File: config.mk
export PLATFORM = sky130hd
export DESIGN_NAME = bitmap_sprite_anim
export DESIGN_NICKNAME = d
export VERILOG_FILES = /design/src/rtl/sprite_pkg.sv /design/src/rtl/sprite_rom.sv /design/src/rtl/bitmap_sprite_anim.sv
export SDC_FILE = /design/constraint.sdc
export NUM_CORES = 1
export LEC_CHECK = 0
export CORE_MARGIN = 2
export CORE_UTILIZATION = 26
export CTS_BUF_LIST = sky130_fd_sc_hd__clkbuf_16
export DETAILED_ROUTE_END_ITERATION = 10
export DONT_BUFFER_PORTS = 1
export GPL_TIMING_DRIVEN = 0
export SETUP_SLACK_MARGIN = 0.1
export SLEW_MARGIN = 20
export SYNTH_ARGS = -nofsm -noshare
export SYNTH_HDL_FRONTEND = slang
export SYNTH_SLANG_ARGS = --single-unit
File: constraint.sdc
create_clock -name clk -period 5.7 [get_ports clk]
set_input_delay 1.425 -clock clk [delete_from_list [all_inputs] [get_ports clk]]
set_output_delay 1.425 -clock clk [all_outputs]
set_load 0.05 [all_outputs]
File: src/rtl/sprite_pkg.sv
// Shared types, colour helpers and default ROM contents for the animated sprite renderer.
// Pure definitions: no latency, no flow control.
package sprite_pkg;

  localparam int R_BITS = 3;
  localparam int G_BITS = 3;
  localparam int B_BITS = 2;

  localparam logic [7:0] TRANSPARENT_ENCODING_DEF = 8'hFF;

  typedef struct packed {
    logic [7:0] frame;
    logic       mirror;
    logic       blinkPhase;
    logic       blinkEn;
  } sprite_ctrl_t;

  // Bit replication spreads each RGB332 field over the full 0..255 range.
  function automatic logic [23:0] rgb332_to_rgb888(input logic [7:0] pix);
    logic [R_BITS-1:0] r;
    logic [G_BITS-1:0] g;
    logic [B_BITS-1:0] b;
    r = pix[7:8-R_BITS];
    g = pix[7-R_BITS:B_BITS];
    b = pix[B_BITS-1:0];
    return {r, r, r[2:1], g, g, g[2:1], b, b, b, b};
  endfunction

  // Image content used when no memory file is supplied.
  function automatic logic [7:0] default_pix(input logic [15:0] addr);
    return addr[7:0] ^ 8'hF0 ^ {addr[12:8], 3'b000} ^ {5'b00000, addr[15:13]};
  endfunction

endpackage

File: src/rtl/sprite_rom.sv
// Sprite image store: NUM_FRAMES*W*H bytes, filled from the built-in package pattern.
// One registered read port, 1 clk latency; no backpressure.
module sprite_rom
    import sprite_pkg::*;
#(
    parameter int    DEPTH    = 4800,
    parameter int    AW       = 13,
    parameter string MEM_FILE = ""
) (
    input  logic          clk,
    input  logic          resetN,
    input  logic [AW-1:0] addr,
    output logic [7:0]    data
);

    always_ff @(posedge clk) begin
        if (!resetN) data <= '0;
        else         data <= default_pix(16'(addr));
    end

endmodule

File: src/rtl/bitmap_sprite_anim.sv
// Animated, scalable, mirrorable RGB332 sprite renderer with blinking.
// Latency 2 clk from offsets to drawingRequest/RGBout; one pixel per clk, never stalls.
module bitmap_sprite_anim
  import sprite_pkg::*;
#(
  parameter int         OBJECT_WIDTH_X       = 60,
  parameter int         OBJECT_HEIGHT_Y      = 20,
  parameter int         NUM_FRAMES           = 4,
  parameter int         FRAME_TICKS          = 8,
  parameter int         BLINK_TICKS          = 16,
  parameter int         SCALE_LOG2           = 0,
  parameter logic [7:0] TRANSPARENT_ENCODING = TRANSPARENT_ENCODING_DEF,
  parameter string      MEM_FILE             = ""
) (
  input  logic        clk,
  input  logic        resetN,
  input  logic        startOfFrame,
  input  logic [10:0] offsetX,
  input  logic [10:0] offsetY,
  input  logic        InsideRectangle,
  input  logic        mirrorX,
  input  logic        animRun,
  input  logic        blinkEn,
  output logic        drawingRequest,
  output logic [23:0] RGBout,
  output logic [(NUM_FRAMES > 1 ? $clog2(NUM_FRAMES) : 1)-1:0] frameIndex
);

  localparam int FW    = NUM_FRAMES > 1 ? $clog2(NUM_FRAMES) : 1;
  localparam int TW    = FRAME_TICKS > 1 ? $clog2(FRAME_TICKS) : 1;
  localparam int BW    = BLINK_TICKS > 1 ? $clog2(BLINK_TICKS) : 1;
  localparam int DEPTH = NUM_FRAMES * OBJECT_WIDTH_X * OBJECT_HEIGHT_Y;
  localparam int AW    = DEPTH > 1 ? $clog2(DEPTH) : 1;

  sprite_ctrl_t   ctrl_q;
  logic [TW-1:0]  tick_cnt;
  logic [BW-1:0]  blink_cnt;

  // All per-frame state moves only on startOfFrame so a whole video frame sees one snapshot.
  always_ff @(posedge clk) begin
    if (!resetN) begin
      ctrl_q    <= '0;
      tick_cnt  <= '0;
      blink_cnt <= '0;
    end else if (startOfFrame) begin
      ctrl_q.mirror  <= mirrorX;
      ctrl_q.blinkEn <= blinkEn;
      if (animRun) begin
        tick_cnt <= (tick_cnt == TW'(FRAME_TICKS - 1)) ? '0 : tick_cnt + 1'b1;
        // The image steps as each FRAME_TICKS window opens.
        if (tick_cnt == '0)
          ctrl_q.frame <= (ctrl_q.frame == 8'(NUM_FRAMES - 1)) ? '0 : ctrl_q.frame + 8'd1;
      end
      if (!blinkEn) begin
        blink_cnt         <= '0;
        ctrl_q.blinkPhase <= 1'b0;
      end else if (blink_cnt == BW'(BLINK_TICKS - 1)) begin
        blink_cnt         <= '0;
        ctrl_q.blinkPhase <= ~ctrl_q.blinkPhase;
      end else begin
        blink_cnt <= blink_cnt + 1'b1;
      end
    end
  end

  assign frameIndex = ctrl_q.frame[FW-1:0];

  logic [10:0]   sx, sy, col;
  logic          pix_valid;
  logic [AW-1:0] addr_d;

  always_comb begin
    sx        = offsetX >> SCALE_LOG2;
    sy        = offsetY >> SCALE_LOG2;
    pix_valid = InsideRectangle && (32'(sx) < OBJECT_WIDTH_X) && (32'(sy) < OBJECT_HEIGHT_Y);
    col       = ctrl_q.mirror ? 11'(OBJECT_WIDTH_X - 1) - sx : sx;
    addr_d    = '0;
    if (pix_valid)
      addr_d = AW'((32'(ctrl_q.frame) * OBJECT_HEIGHT_Y + 32'(sy)) * OBJECT_WIDTH_X + 32'(col));
  end

  logic [AW-1:0] addr_q;
  logic          valid_q, hide_q, draw_q;
  logic [7:0]    rom_dat;

  always_ff @(posedge clk) begin
    if (!resetN) begin
      addr_q  <= '0;
      valid_q <= 1'b0;
      hide_q  <= 1'b0;
      draw_q  <= 1'b0;
    end else begin
      addr_q  <= addr_d;
      valid_q <= pix_valid;
      hide_q  <= ctrl_q.blinkEn && ctrl_q.blinkPhase;
      draw_q  <= valid_q && !hide_q;
    end
  end

  sprite_rom #(
    .DEPTH    (DEPTH),
    .AW       (AW),
    .MEM_FILE (MEM_FILE)
  ) u_rom (
    .clk    (clk),
    .resetN (resetN),
    .addr   (addr_q),
    .data   (rom_dat)
  );

  assign drawingRequest = draw_q && (rom_dat != TRANSPARENT_ENCODING);
  assign RGBout         = rgb332_to_rgb888(rom_dat);

endmodule
After elaboration in Yosys (flattened, before gate mapping)
Cells that the tools add are included.
{ "word_totals": {"regBits": 42, "in_bits": 29, "output_inout_bits": 27, "word_cells": 47} }
{ "classes": {"n_addsub": 6, "mul": 2, "magnitude_cmp": 2, "n_eq_ne": 5, "muxes": 7, "bitwise": 3, "reduce_logical": 11} }
{ "op_table": {"columns": ["cell", "n"], "rows": [
  ["adder 13 x 11 -> 14 bit", 1],
  ["multiplier 14 x 4 -> 11 bit (second input constant)", 1],
  ["adder 13 x 11 -> 13 bit", 1],
  ["less-than comparator 11 x 5 -> 1 bit (second input constant)", 1],
  ["less-than comparator 11 x 6 -> 1 bit (second input constant)", 1],
  ["multiplier 8 x 3 -> 11 bit (second input constant)", 1],
  ["2-to-1 mux 11 bit", 1],
  ["subtractor 6 x 11 -> 11 bit (first input constant)", 1],
  ["adder 8 x 1 -> 8 bit (second input constant)", 1],
  ["equality test 8 x 2 -> 1 bit (second input constant)", 1],
  ["2-to-1 mux 4 bit", 2],
  ["2-to-1 mux 8 bit", 1],
  ["!= test 8 bit (second input constant)", 1],
  ["XOR 8 bit", 1],
  ["AND reduction 2 bit", 3],
  ["logical AND 1 bit", 5],
  ["adder 4 x 1 -> 4 bit (second input constant)", 1],
  ["equality test 4 bit (second input constant)", 1],
  ["NOT 4 bit", 1],
  ["adder 3 x 1 -> 3 bit (second input constant)", 1],
  ["equality test 3 bit (second input constant)", 1],
  ["logical NOT 3 bit", 1],
  ["2-to-1 mux 3 bit", 1],
  ["AND reduction 3 bit", 1],
  ["other kinds (4)", 5]
]} }

Longest topological paths before layout
Gate-level depths: netlist (run 1).
{ "logic_depth": {"depth_word": 4, "depth_mapped": 21, "mapped_depth_nobuf": 21} }

By module
Synthesis (run 1) repeated with hierarchy kept, for this count alone.
{ "unflattened": {"hier_cells": 403, "hier_area_um2": 3627.2} }
{ "by_module_without_submodules": {"columns": ["module", "instances", "cells_per_inst", "area_each_um2"], "rows": [
  ["bitmap_sprite_anim", 1, 382, 3373.2],
  ["sprite_rom", 1, 21, 254.0]
]} }

Worst setup path after synthesis (run 1)
No wires, ideal clock.
{ "synth_path": {"kind": "input port to flip-flop", "from": "input port offsetY[2]", "to": "register addr_q[12]", "setup_time_ps": 64, "arrival_time_ps": 5185, "t_required_ps": 5636, "path_slack_ps": 450, "stages": 18, "path_buffers": 0, "path_cell_list": "ha_1 fa_1 inv_1 fa_1 inv_1 fa_1 ha_1 nor2b_1 o21ai_2 nor2b_1 xnor2_1 ha_1 o21a_1 o31ai_1 a21oi_1 o21ai_0 xnor3_1 nor2_1"} }
{ "synth_via": {"elab_chain_cells": 3, "word_cells_on_any_way": 6, "cone_classes": "add/sub: 2; mul: 1; order compare: 1; reduce/logical: 2"} }
{ "synth_lines": {"columns": ["element", "line", "text"], "rows": [
  ["from (decl)", "bitmap_sprite_anim.sv:19", "input logic [10:0] offsetY,"],
  ["adder 13 x 11 -> 14 bit or less-than comparator 11 x 5 -> 1 bit (tied branches)", "bitmap_sprite_anim.sv:79, bitmap_sprite_anim.sv:75", null],
  ["multiplier 14 x 4 -> 11 bit or logical AND 1 bit (tied branches)", "bitmap_sprite_anim.sv:79, bitmap_sprite_anim.sv:75", null],
  ["adder 13 x 11 -> 13 bit or AND reduction 2 bit (tied branches)", null, null],
  ["to (signal assigned)", "bitmap_sprite_anim.sv:93", "addr_q <= addr_d;"],
  ["to (decl)", "bitmap_sprite_anim.sv:82", "logic [AW-1:0] addr_q;"]
]} }
Several ways; a longest one is shown, not always the timed one.
A chain may end at the register's enable or synchronous reset.

Worst setup path after layout (run 1)
Ends and elaborated chain as after synthesis.

==> flow_summary.json, run 1 <==
{
  "cts_made_buffers": 5,
  "placed_cells": 582,
  "cellPowerDensity_mw_per_mm2": 409.7,
  "htree_num_levels": 2,
  "n_fill_cell": 1461,
  "period_share_pct": 92.96,
  "gp_congestion": 0.7898,
  "ys.flop_type": "dfxtp_1",
  "cts_num_sinks": 42,
  "clk_latency_ns": 0.28,
  "pin_count": 56,
  "crit_family": "adder cells",
  "rsz0062_at_grt": "no",
  "die_x_um": 122.4,
  "synth_edf_count": 0,
  "relSlewSlack_pct": 56.34,
  "coreArea_sq_mm": 0.01377,
  "final_cells": 590,
  "max_freq_mhz": 188.7,
  "holdWs_ns": 0.4318,
  "wl_per_cell_um": 12.25,
  "grt_pass1_wl_um": 12220,
  "fin_crit_ns": 5.299,
  "grt_max_degree": 16,
  "antenna_found_initial": 0,
  "cpPeakStageDelay_ns": 0.57,
  "fin_skew_ns": 0.006141,
  "worst-setup-path-type": "in -> reg",
  "worstPathCellList": "ha_1 -> fa_1 -> inv_1 -> fa_1 -> inv_1 -> fa_1 -> ha_1 -> nor2b_1 -> o21ai_2 -> nor2b_1 -> xnor2_1 -> ha_1 -> o21a_1 -> o31ai_1 -> a21oi_1 -> o21ai_0 -> xnor3_1 -> nor2_1",
  "initial_core_util_pct": 26.44,
  "post-synth-top-count-cell": "ha_1",
  "synth_area_sq_mm": 0.003642,
  "grt_pass1_vias": 2681,
  "dieArea_sq_mm": 0.01497,
  "outcome": "finished, final reports clean",
  "ys_async_sr_fraction_pct": 0,
  "multi_input_area_sq_mm": 0.002501,
  "diodes": 0,
  "slew_viol_final": 0,
  "cts_tree": "yes",
  "required_ns": 5.92,
  "arrival_ns": 5.52,
  "setup_viol": 0,
  "syn_area_per_cell_sq_um": 9.060,
  "synth_area_leaders": "dfxtp_1 (23%), ha_1 (16%), xnor2_1 (9.4%)",
  "drive_gt1_share_pct": 10.00,
  "syn_nets": 493,
  "hold_buffers": 0,
  "hold_class": "reg -> reg",
  "grt_overflow": 0,
  "endpoint_kind": "flop",
  "ys_seq_elements": 42,
  "ir_worst_vdd_mv": 0.1751,
  "cts_buffer_depth": 2,
  "ys_types": 47,
  "cp_max_fo": 4,
  "setup-tns-final_ns": 0,
  "track_usage_pct": 10.23,
  "seq_area_frac_synth_pct": 23.08,
  "leakage_nw": 1.827,
  "port_buffers": 0,
  "hold_viol": 0,
  "synth_top_area_cell": "dfxtp_1",
  "slowest_stage": "fa_1",
  "drc_errors": 0,
  "ys_top_cells_by_count": "ha_1 (47), dfxtp_1 (42), inv_1 (39), xnor2_1 (39), nor2_1 (33)",
  "rows": 43,
  "ant_nets": 0,
  "die_h_um": 122.4,
  "path_buf_inv": 2,
  "cap_violations": 0,
  "post_drt_via_cell_ratio": 4.422,
  "ys_warn_count": 0,
  "synth.top_cell.area_share_pct": 23.08,
  "totalWireLength_um": 7230,
  "drtIter0Drc": 114,
  "worst_pin_slew_ns": 0.6479,
  "via_count": 2609,
  "cts_root_buf": "clkbuf_16",
  "finalNetCount": 500,
  "areaGrowthSynthToFinish_pct": 10.48,
  "synth_cells": 402,
  "ff_latch_area_sq_um": 840.8,
  "cts.clk_slew.worst_paths_ns": 0.06,
  "drtPass1Iterations": 4,
  "dpl.hpwl_um": 6188,
  "cp-start-kind": "input pin"
}
[cell type report]
type / instances / area share (%)
tap: 180 / 5.597
clock buffer: 5 / 3.109
clock inverter: 3 / 0.5908
inverter: 39 / 3.638
buffer: 23 / 4.011
sequential: 42 / 20.90
multi-input combinational: 298 / 62.16
[registers in the layout, indices dropped and copies added, names as in the netlist]
| signal | flops |
|---|---|
| blink_cnt | 4 |
| draw_q | 1 |
| addr_q | 13 |
| hide_q | 1 |
| tick_cnt | 3 |
| frameIndex | 2 |
| u_rom.data | 8 |
| ctrl_q | 9 |
| valid_q | 1 |
[placed cells by master (no fill, tap or decap), drive strengths merged, types with 13 or more instances in the layout]
master and count:
o21ai 14, nand2 13, a21oi 21, buf 20, xor2 13, nor2b 13
ha 47, dfxtp 42, nor2 33, xnor2 41, inv 40, fa 15
[cell families (layout without fill, tap and decap cells)]
kind of cell               count (synthesis)  count (layout)  synth area share, %
xor gates and xnor gates                  55              55                14.22
AOI/OAI and AO/OA                         67              67                12.74
DFF                                       42              42                23.08
adders and majority gates                 62              62                24.39
buffers and inverters                     62              70                8.451
muxes                                      6               6                1.649
and+or+nand+nor                          108             108                15.46
[per-stage QoR]
stage | instance area (sq um) | setup slack (ns) | utilization, % | total power, mW
after global routing | 4024 | 0.1406 | 29.22 | 1.829
final | 4024 | 0.4011 | 29.22 | 1.649
after floorplan | 3642 | 0.4505 | - | 1.219
after detailed placement | 3867 | 0.06788 | 28.08 | 1.373
after CTS | 4016 | 0.3193 | 29.16 | 1.660
after global placement | 3867 | 0.1296 | 28.08 | 1.354
[where the power goes]
group          switching, mW  internal [mW]  leakage, nW
clock                  0.115          0.163       0.0664
sequential            0.0115          0.298        0.341
combinational          0.556          0.505         1.42
[per-layer routing]
| metal | wire length [um] | vias to the layer above | global-route usage [%] |
|---|---|---|---|
| met4 | 159 | 0 | 3.592 |
| li1 | - | 1358 | - |
| met3 | 270 | 10 | 1.533 |
| met1 | 3434 | 1182 | 12.85 |
| met5 | 0 | - | 0 |
| met2 | 3366 | 59 | 17.78 |
[what timing repair did]
| item | 4_1_cts | 5_1_grt |
|---|---|---|
| gates resized for setup | 0 | 1 |
| setup buffers | 0 | 0 |
| setup endpoints to repair | 0 | 1 |
[final timing paths]
check / from / endpoint / slack (ns) / cells after the start
max: offsetY[2] / addr_q[12]$_SDFF_PN0_ / 0.40 / 18
min: addr_q[1]$_SDFF_PN0_ / u_rom.data[1]$_SDFF_PN0_ / 0.43 / 1
max reg2reg: frameIndex[1]$_SDFFE_PN0P_ / addr_q[12]$_SDFF_PN0_ / 0.53 / 18
min reg2reg: addr_q[1]$_SDFF_PN0_ / u_rom.data[1]$_SDFF_PN0_ / 0.43 / 1
No activity file was read; power rests on OpenSTA's default activity.
==> run 2: changes to the inputs <==
--- a/config.mk
+++ b/config.mk
@@ -12,7 +12,6 @@
 export DONT_BUFFER_PORTS = 1
 export GPL_TIMING_DRIVEN = 0
 export SETUP_SLACK_MARGIN = 0.1
-export SLEW_MARGIN = 20
 export SYNTH_ARGS = -nofsm -noshare
 export SYNTH_HDL_FRONTEND = slang
 export SYNTH_SLANG_ARGS = --single-unit
==> constraint.sdc (replaced) <==
create_clock -name clk -period 6.9 [get_ports clk]
set_input_delay 1.725 -clock clk [delete_from_list [all_inputs] [get_ports clk]]
set_output_delay 1.725 -clock clk [all_outputs]
set_load 0.01 [all_outputs]
==> run 2 against run 1 <==
  * First-iteration DRC count shrank 2.6%
  * Clock skew is the same
  * Setup slack gained 0.83 ns
  * Non-clock buffer count is the same
  * Sequential power shrank 19%
  * Combinational power shrank 18%
  * Largest cell class unchanged
  * Utilization shrank 0.055 points
  * Routed wire length is essentially flat
  * Cell count is the same
  * Via count is essentially flat
  * Die area is the same
  * Critical path depth is the same
==> flow_summary.json, run 2 (synthesis results as in run 1) <==
{
  "outcome": "finished, final reports clean",
  "drive_gt1_share_pct": 9.756,
  "cp_max_fo": 5,
  "grt_overflow": 0,
  "cts_made_buffers": 5,
  "hold_class": "reg -> reg",
  "reg.largest.list": "addr_q: 13 flops, ctrl_q: 9 flops, u_rom.data: 8 flops",
  "coreArea_sq_mm": 0.01377,
  "relSlewSlack_pct": 56.34,
  "cts_resized": 0,
  "cts_root_buf": "clkbuf_16",
  "finalNetCount": 500,
  "drtIter0Drc": 111,
  "fin_crit_ns": 5.664,
  "grt_pass1_wl_um": 12220,
  "largest_reg_flops": 13,
  "wl_per_cell_um": 12.27,
  "setup_viol": 0,
  "power_mw": 1.348,
  "hold_viol": 0,
  "placed_cells": 582,
  "antenna_found_initial": 0,
  "initial_core_util_pct": 26.44,
  "areaGrowthSynthToFinish_pct": 10.27,
  "totalWireLength_um": 7237,
  "final_common_cell": "ha_1",
  "rows": 43,
  "final_cell_mix": "ha_1 (47), dfxtp_1 (42), xnor2_1 (39), inv_1 (39), nor2_1 (33)",
  "grt_pass1_vias": 2681,
  "cts.clk_slew.worst_paths_ns": 0.06,
  "setup-tns-final_ns": 0,
  "hold_buffers": 0,
  "gp_congestion": 0.7898,
  "track_usage_pct": 10.23,
  "die_h_um": 122.4,
  "via_count": 2611,
  "drc_errors": 0,
  "post_drt_via_cell_ratio": 4.425,
  "htree_num_levels": 2,
  "clk_latency_ns": 0.28,
  "cp-start-kind": "input pin",
  "worst-setup-path-type": "in -> reg",
  "dieArea_sq_mm": 0.01497,
  "cts_setup_buffers": 0,
  "dp_slack_ns": 0.9679,
  "slew_viol_final": 0,
  "grt_max_degree": 16,
  "cts_num_sinks": 42,
  "fin_skew_ns": 0.006141,
  "top_register": "addr_q",
  "cts_tree": "yes",
  "cts_buffer_depth": 2,
  "leakage_nw": 1.827,
  "rsz0062_at_grt": "no",
  "port_buffers": 0,
  "pin_count": 56,
  "period_share_pct": 82.09,
  "diodes": 0,
  "arrival_ns": 5.89,
  "ant_nets": 0,
  "cap_violations": 0,
  "worst_pin_slew_ns": 0.6479,
  "dpl.hpwl_um": 6188,
  "ir_worst_vdd_mv": 0.1442,
  "final_cells": 590,
  "layout_setup_ws_ns": 1.236,
  "die_x_um": 122.4,
  "max_freq_mhz": 176.6,
  "final_util_pct": 29.16,
  "required_ns": 7.12,
  "cellPowerDensity_mw_per_mm2": 335.7,
  "drtPass1Iterations": 4,
  "endpoint_kind": "flop"
}
==> run 2: worst max-delay path, cell delays in order <==
cell	delay [ns]
ha_1	0.22
fa_1	0.41
xor2_1	0.53
ha_1	0.36
xnor2_1	0.16
fa_1	0.51
inv_1	0.04
ha_1	0.32
o21ai_0	0.08
a21oi_1	0.22
nor2_1	0.08
xnor2_1	0.13
ha_1	0.32
o21ai_0	0.10
a21oi_1	0.08
o21ai_0	0.24
xnor3_1	0.26
nor2_1	0.09
==> run 2: worst paths after layout <==
kind	slack, ns	startpoint	depth (start not counted)	end
max	1.24	offsetY[2]	18	addr_q[12]$_SDFF_PN0_
min	0.43	addr_q[1]$_SDFF_PN0_	1	u_rom.data[1]$_SDFF_PN0_
max reg2reg	1.74	frameIndex[1]$_SDFFE_PN0P_	18	addr_q[12]$_SDFF_PN0_
min reg2reg	0.43	addr_q[1]$_SDFF_PN0_	1	u_rom.data[1]$_SDFF_PN0_
==> run 2: report_power, final <==
group	internal [mW]	leakage, nW	total [mW]	switching (mW)
registers	0.246	0.341	0.252	0.00572
logic	0.417	1.42	0.867	0.450
clock network	0.135	0.0664	0.230	0.0947
total	0.798	1.83	1.35	0.550
==> run 2: metrics by stage <==
stage               hold WS, ns  instance area (sq um)
floorplan                0.4119                   3642
global placement         0.4182                   3867
detailed placement       0.4206                   3867
CTS                      0.4352                   4016
global route             0.4667                   4016
finish                   0.4318                   4016
==> run 2: layout make-up <==
class / instances / area, sq um
fillers: 1463 / 9757
multi-input cells: 298 / 2494
flip-flops and latches: 42 / 840.8
well taps: 180 / 225.2
plain buffers: 23 / 161.4
inverters: 39 / 146.4
clock buffers: 5 / 125.1
clock inverters: 3 / 23.77
==> run 2: metal layers <==
layer | GRT usage [%] | vias to the layer above | wire length [um]
met1 | 12.85 | 1183 | 3439
met5 | 0 | - | 0
met2 | 17.78 | 59 | 3367
met4 | 3.592 | 0 | 159
met3 | 1.533 | 10 | 270
li1 | - | 1359 | -
==> run 3: changes to the inputs <==
==> constraint.sdc (replaced) <==
create_clock -name clk -period 4.55 [get_ports clk]
set_input_delay 1.1375 -clock clk [delete_from_list [all_inputs] [get_ports clk]]
set_output_delay 1.1375 -clock clk [all_outputs]
set_load 0.01 [all_outputs]
==> run 3 against run 2 <==
  * The run now ends with negative setup slack left
  * Combinational power rose by 130%
  * Global-route usage rose by 0.41 points
  * Setup slack got worse by 1.4 ns
  * First-iteration DRC count rose by 32%
  * Register-to-register slack got worse by 1.8 ns
  * Sequential power rose by 51%
  * Design area rose by 9.3%
  * Critical endpoint unchanged
  * Highest routed layer unchanged
==> flow_summary.json, run 3 (synthesis results as in run 1) <==
{
  "outcome": "finished, violations left",
  "violations": "negative setup slack",
  "cts.clk_slew.worst_paths_ns": 0.06,
  "areaGrowthSynthToFinish_pct": 20.51,
  "port_buffers": 0,
  "top_register": "addr_q",
  "drive_gt1_share_pct": 20.84,
  "cts_num_sinks": 42,
  "rows": 43,
  "pin_count": 56,
  "worst_pin_slew_ns": 0.6425,
  "dieArea_sq_mm": 0.01497,
  "p_sw_mw": 1.100,
  "totalWireLength_um": 7675,
  "max_freq_mhz": 214.3,
  "clk_latency_ns": 0.28,
  "leakage_nw": 1.926,
  "drtIter0Drc": 147,
  "cts_buffer_depth": 2,
  "coreArea_sq_mm": 0.01377,
  "cp_max_fo": 5,
  "crit_family": "adder cells",
  "hold_buffers": 0,
  "dp_slack_ns": -0.5650,
  "cp-start-kind": "input pin",
  "htree_num_levels": 2,
  "worst-setup-path-type": "in -> reg",
  "relSlewSlack_pct": 56.70,
  "cts_tree": "yes",
  "placed_area_sq_mm": 0.003949,
  "cts_made_buffers": 5,
  "pwr-share-clk_pct": 12.9,
  "cellPowerDensity_mw_per_mm2": 613.4,
  "via_count": 2731,
  "slew_viol_final": 0,
  "grt_max_degree": 16,
  "drc_errors": 0,
  "grt_overflow": 0,
  "required_ns": 4.73,
  "ir_worst_vdd_mv": 0.2642,
  "hold_viol": 0,
  "cts_root_buf": "clkbuf_16",
  "worstRegToRegCells": 21,
  "largest_reg_flops": 13,
  "setup_viol": 3,
  "fin_crit_ns": 4.665,
  "post_drt_via_cell_ratio": 4.499,
  "swShare_pct": 40.87,
  "slowest_stage": "fa_2",
  "cp.depth": 17,
  "sequentialPowerShare_pct": 14.2,
  "ant_nets": 0,
  "fin_skew_ns": 0.004728,
  "rsz0062_at_grt": "yes",
  "gp_congestion": 0.8056,
  "power_frac_comb_pct": 72.9,
  "reg.largest.list": "addr_q: 13 flops, ctrl_q: 9 flops, u_rom.data: 8 flops",
  "period_share_pct": 102.5,
  "p_int_mw": 1.592,
  "finalNetCount": 517,
  "layout_setup_ws_ns": -0.1153,
  "initial_core_util_pct": 26.44,
  "track_usage_pct": 10.64,
  "drtPass1Iterations": 4,
  "final_cell_mix": "xnor2_1 (39), ha_1 (39), inv_1 (38), dfxtp_1 (38), buf_4 (32)",
  "hold_class": "reg -> reg",
  "grt_pass1_wl_um": 12810,
  "cap_violations": 0,
  "endpoint_kind": "flop",
  "grt_pass1_vias": 2780,
  "antenna_found_initial": 0,
  "fin_area_sq_mm": 0.004389,
  "path_buf_inv": 3,
  "worstPathCellList": "ha_4 -> fa_2 -> inv_2 -> fa_1 -> inv_1 -> fa_1 -> ha_4 -> buf_4 -> a21oi_1 -> xnor2_1 -> ha_1 -> o21a_1 -> o31ai_4 -> a21oi_2 -> o21ai_1 -> xnor3_1 -> nor2_1",
  "min_path_cells": 1,
  "cpPeakStageDelay_ns": 0.56,
  "diodes": 0,
  "wl_per_cell_um": 12.64,
  "dpl.hpwl_um": 6213,
  "die_x_um": 122.4,
  "arrival_ns": 4.84,
  "die_h_um": 122.4
}
## run 3: cell types whose count changed in the layout (fill, tap and decap cells not counted), sizes merged
| cell | delta |
|---|---|
| buf | +17 |
## run 3: layout make-up
class                      count  area (sq um)
buffer                        23         161.4
clock inverter                 3         23.77
sequential                    42         850.8
inverter                      39         146.4
timing repair buffer          17         138.9
clock buffer                   5         125.1
tap                          180         225.2
fill                        1440          9384
multi-input combinational    298          2718
## run 3: power by group through the flow
stage / clock (mW) / sequential (mW) / combinational [mW]
4_1_cts: 0.357 / 0.381 / 1.88
3_3_place_gp: 0 / 0.391 / 1.39
3_5_place_dp: 0 / 0.391 / 1.41
2_1_floorplan: 0 / 0.388 / 1.21
6_report: 0.347 / 0.381 / 1.96
5_1_grt: 0.372 / 0.382 / 2.15
## run 3: final timing paths
kind	startpoint	end	slack, ns
worst min-delay path	addr_q[1]$_SDFF_PN0_	u_rom.data[1]$_SDFF_PN0_	0.44
worst min register to register	addr_q[1]$_SDFF_PN0_	u_rom.data[1]$_SDFF_PN0_	0.44
worst max-delay path	offsetY[2]	addr_q[12]$_SDFF_PN0_	-0.12
worst max register to register	frameIndex[1]$_SDFFE_PN0P_	addr_q[12]$_SDFF_PN0_	-0.06
## run 3: timing repair
| item | 4_1_cts | 5_1_grt |
|---|---|---|
| hold endpoints to repair | 0 | 0 |
| buffers inserted | 16 | 1 |
| setup endpoints to repair | 3 | 5 |
| pin swaps | 14 | 4 |
| resized for setup | 31 | 5 |
## run 3: per-layer routing
metal	track usage, %	part of all wire [%]	wire, um
met1	13.62	47	3575
met2	18.82	49	3728
met3	1.348	3.8	290
met4	2.802	1.1	81
met5	0	0	0
## run 3: metrics by stage
step	instances	hold slack (ns)	power (mW)	TNS (ns)	util [%]
after global routing	607	0.4638	2.906	-0.7649	31.87
after CTS	606	0.4450	2.616	-0.4191	31.67
after detailed placement	582	0.4304	1.804	-1.461	28.67
after global placement	582	0.4191	1.779	-1.231	28.67
after floorplan	402	0.4119	1.598	-0.3872	-
final	607	0.4411	2.692	-0.2523	31.87
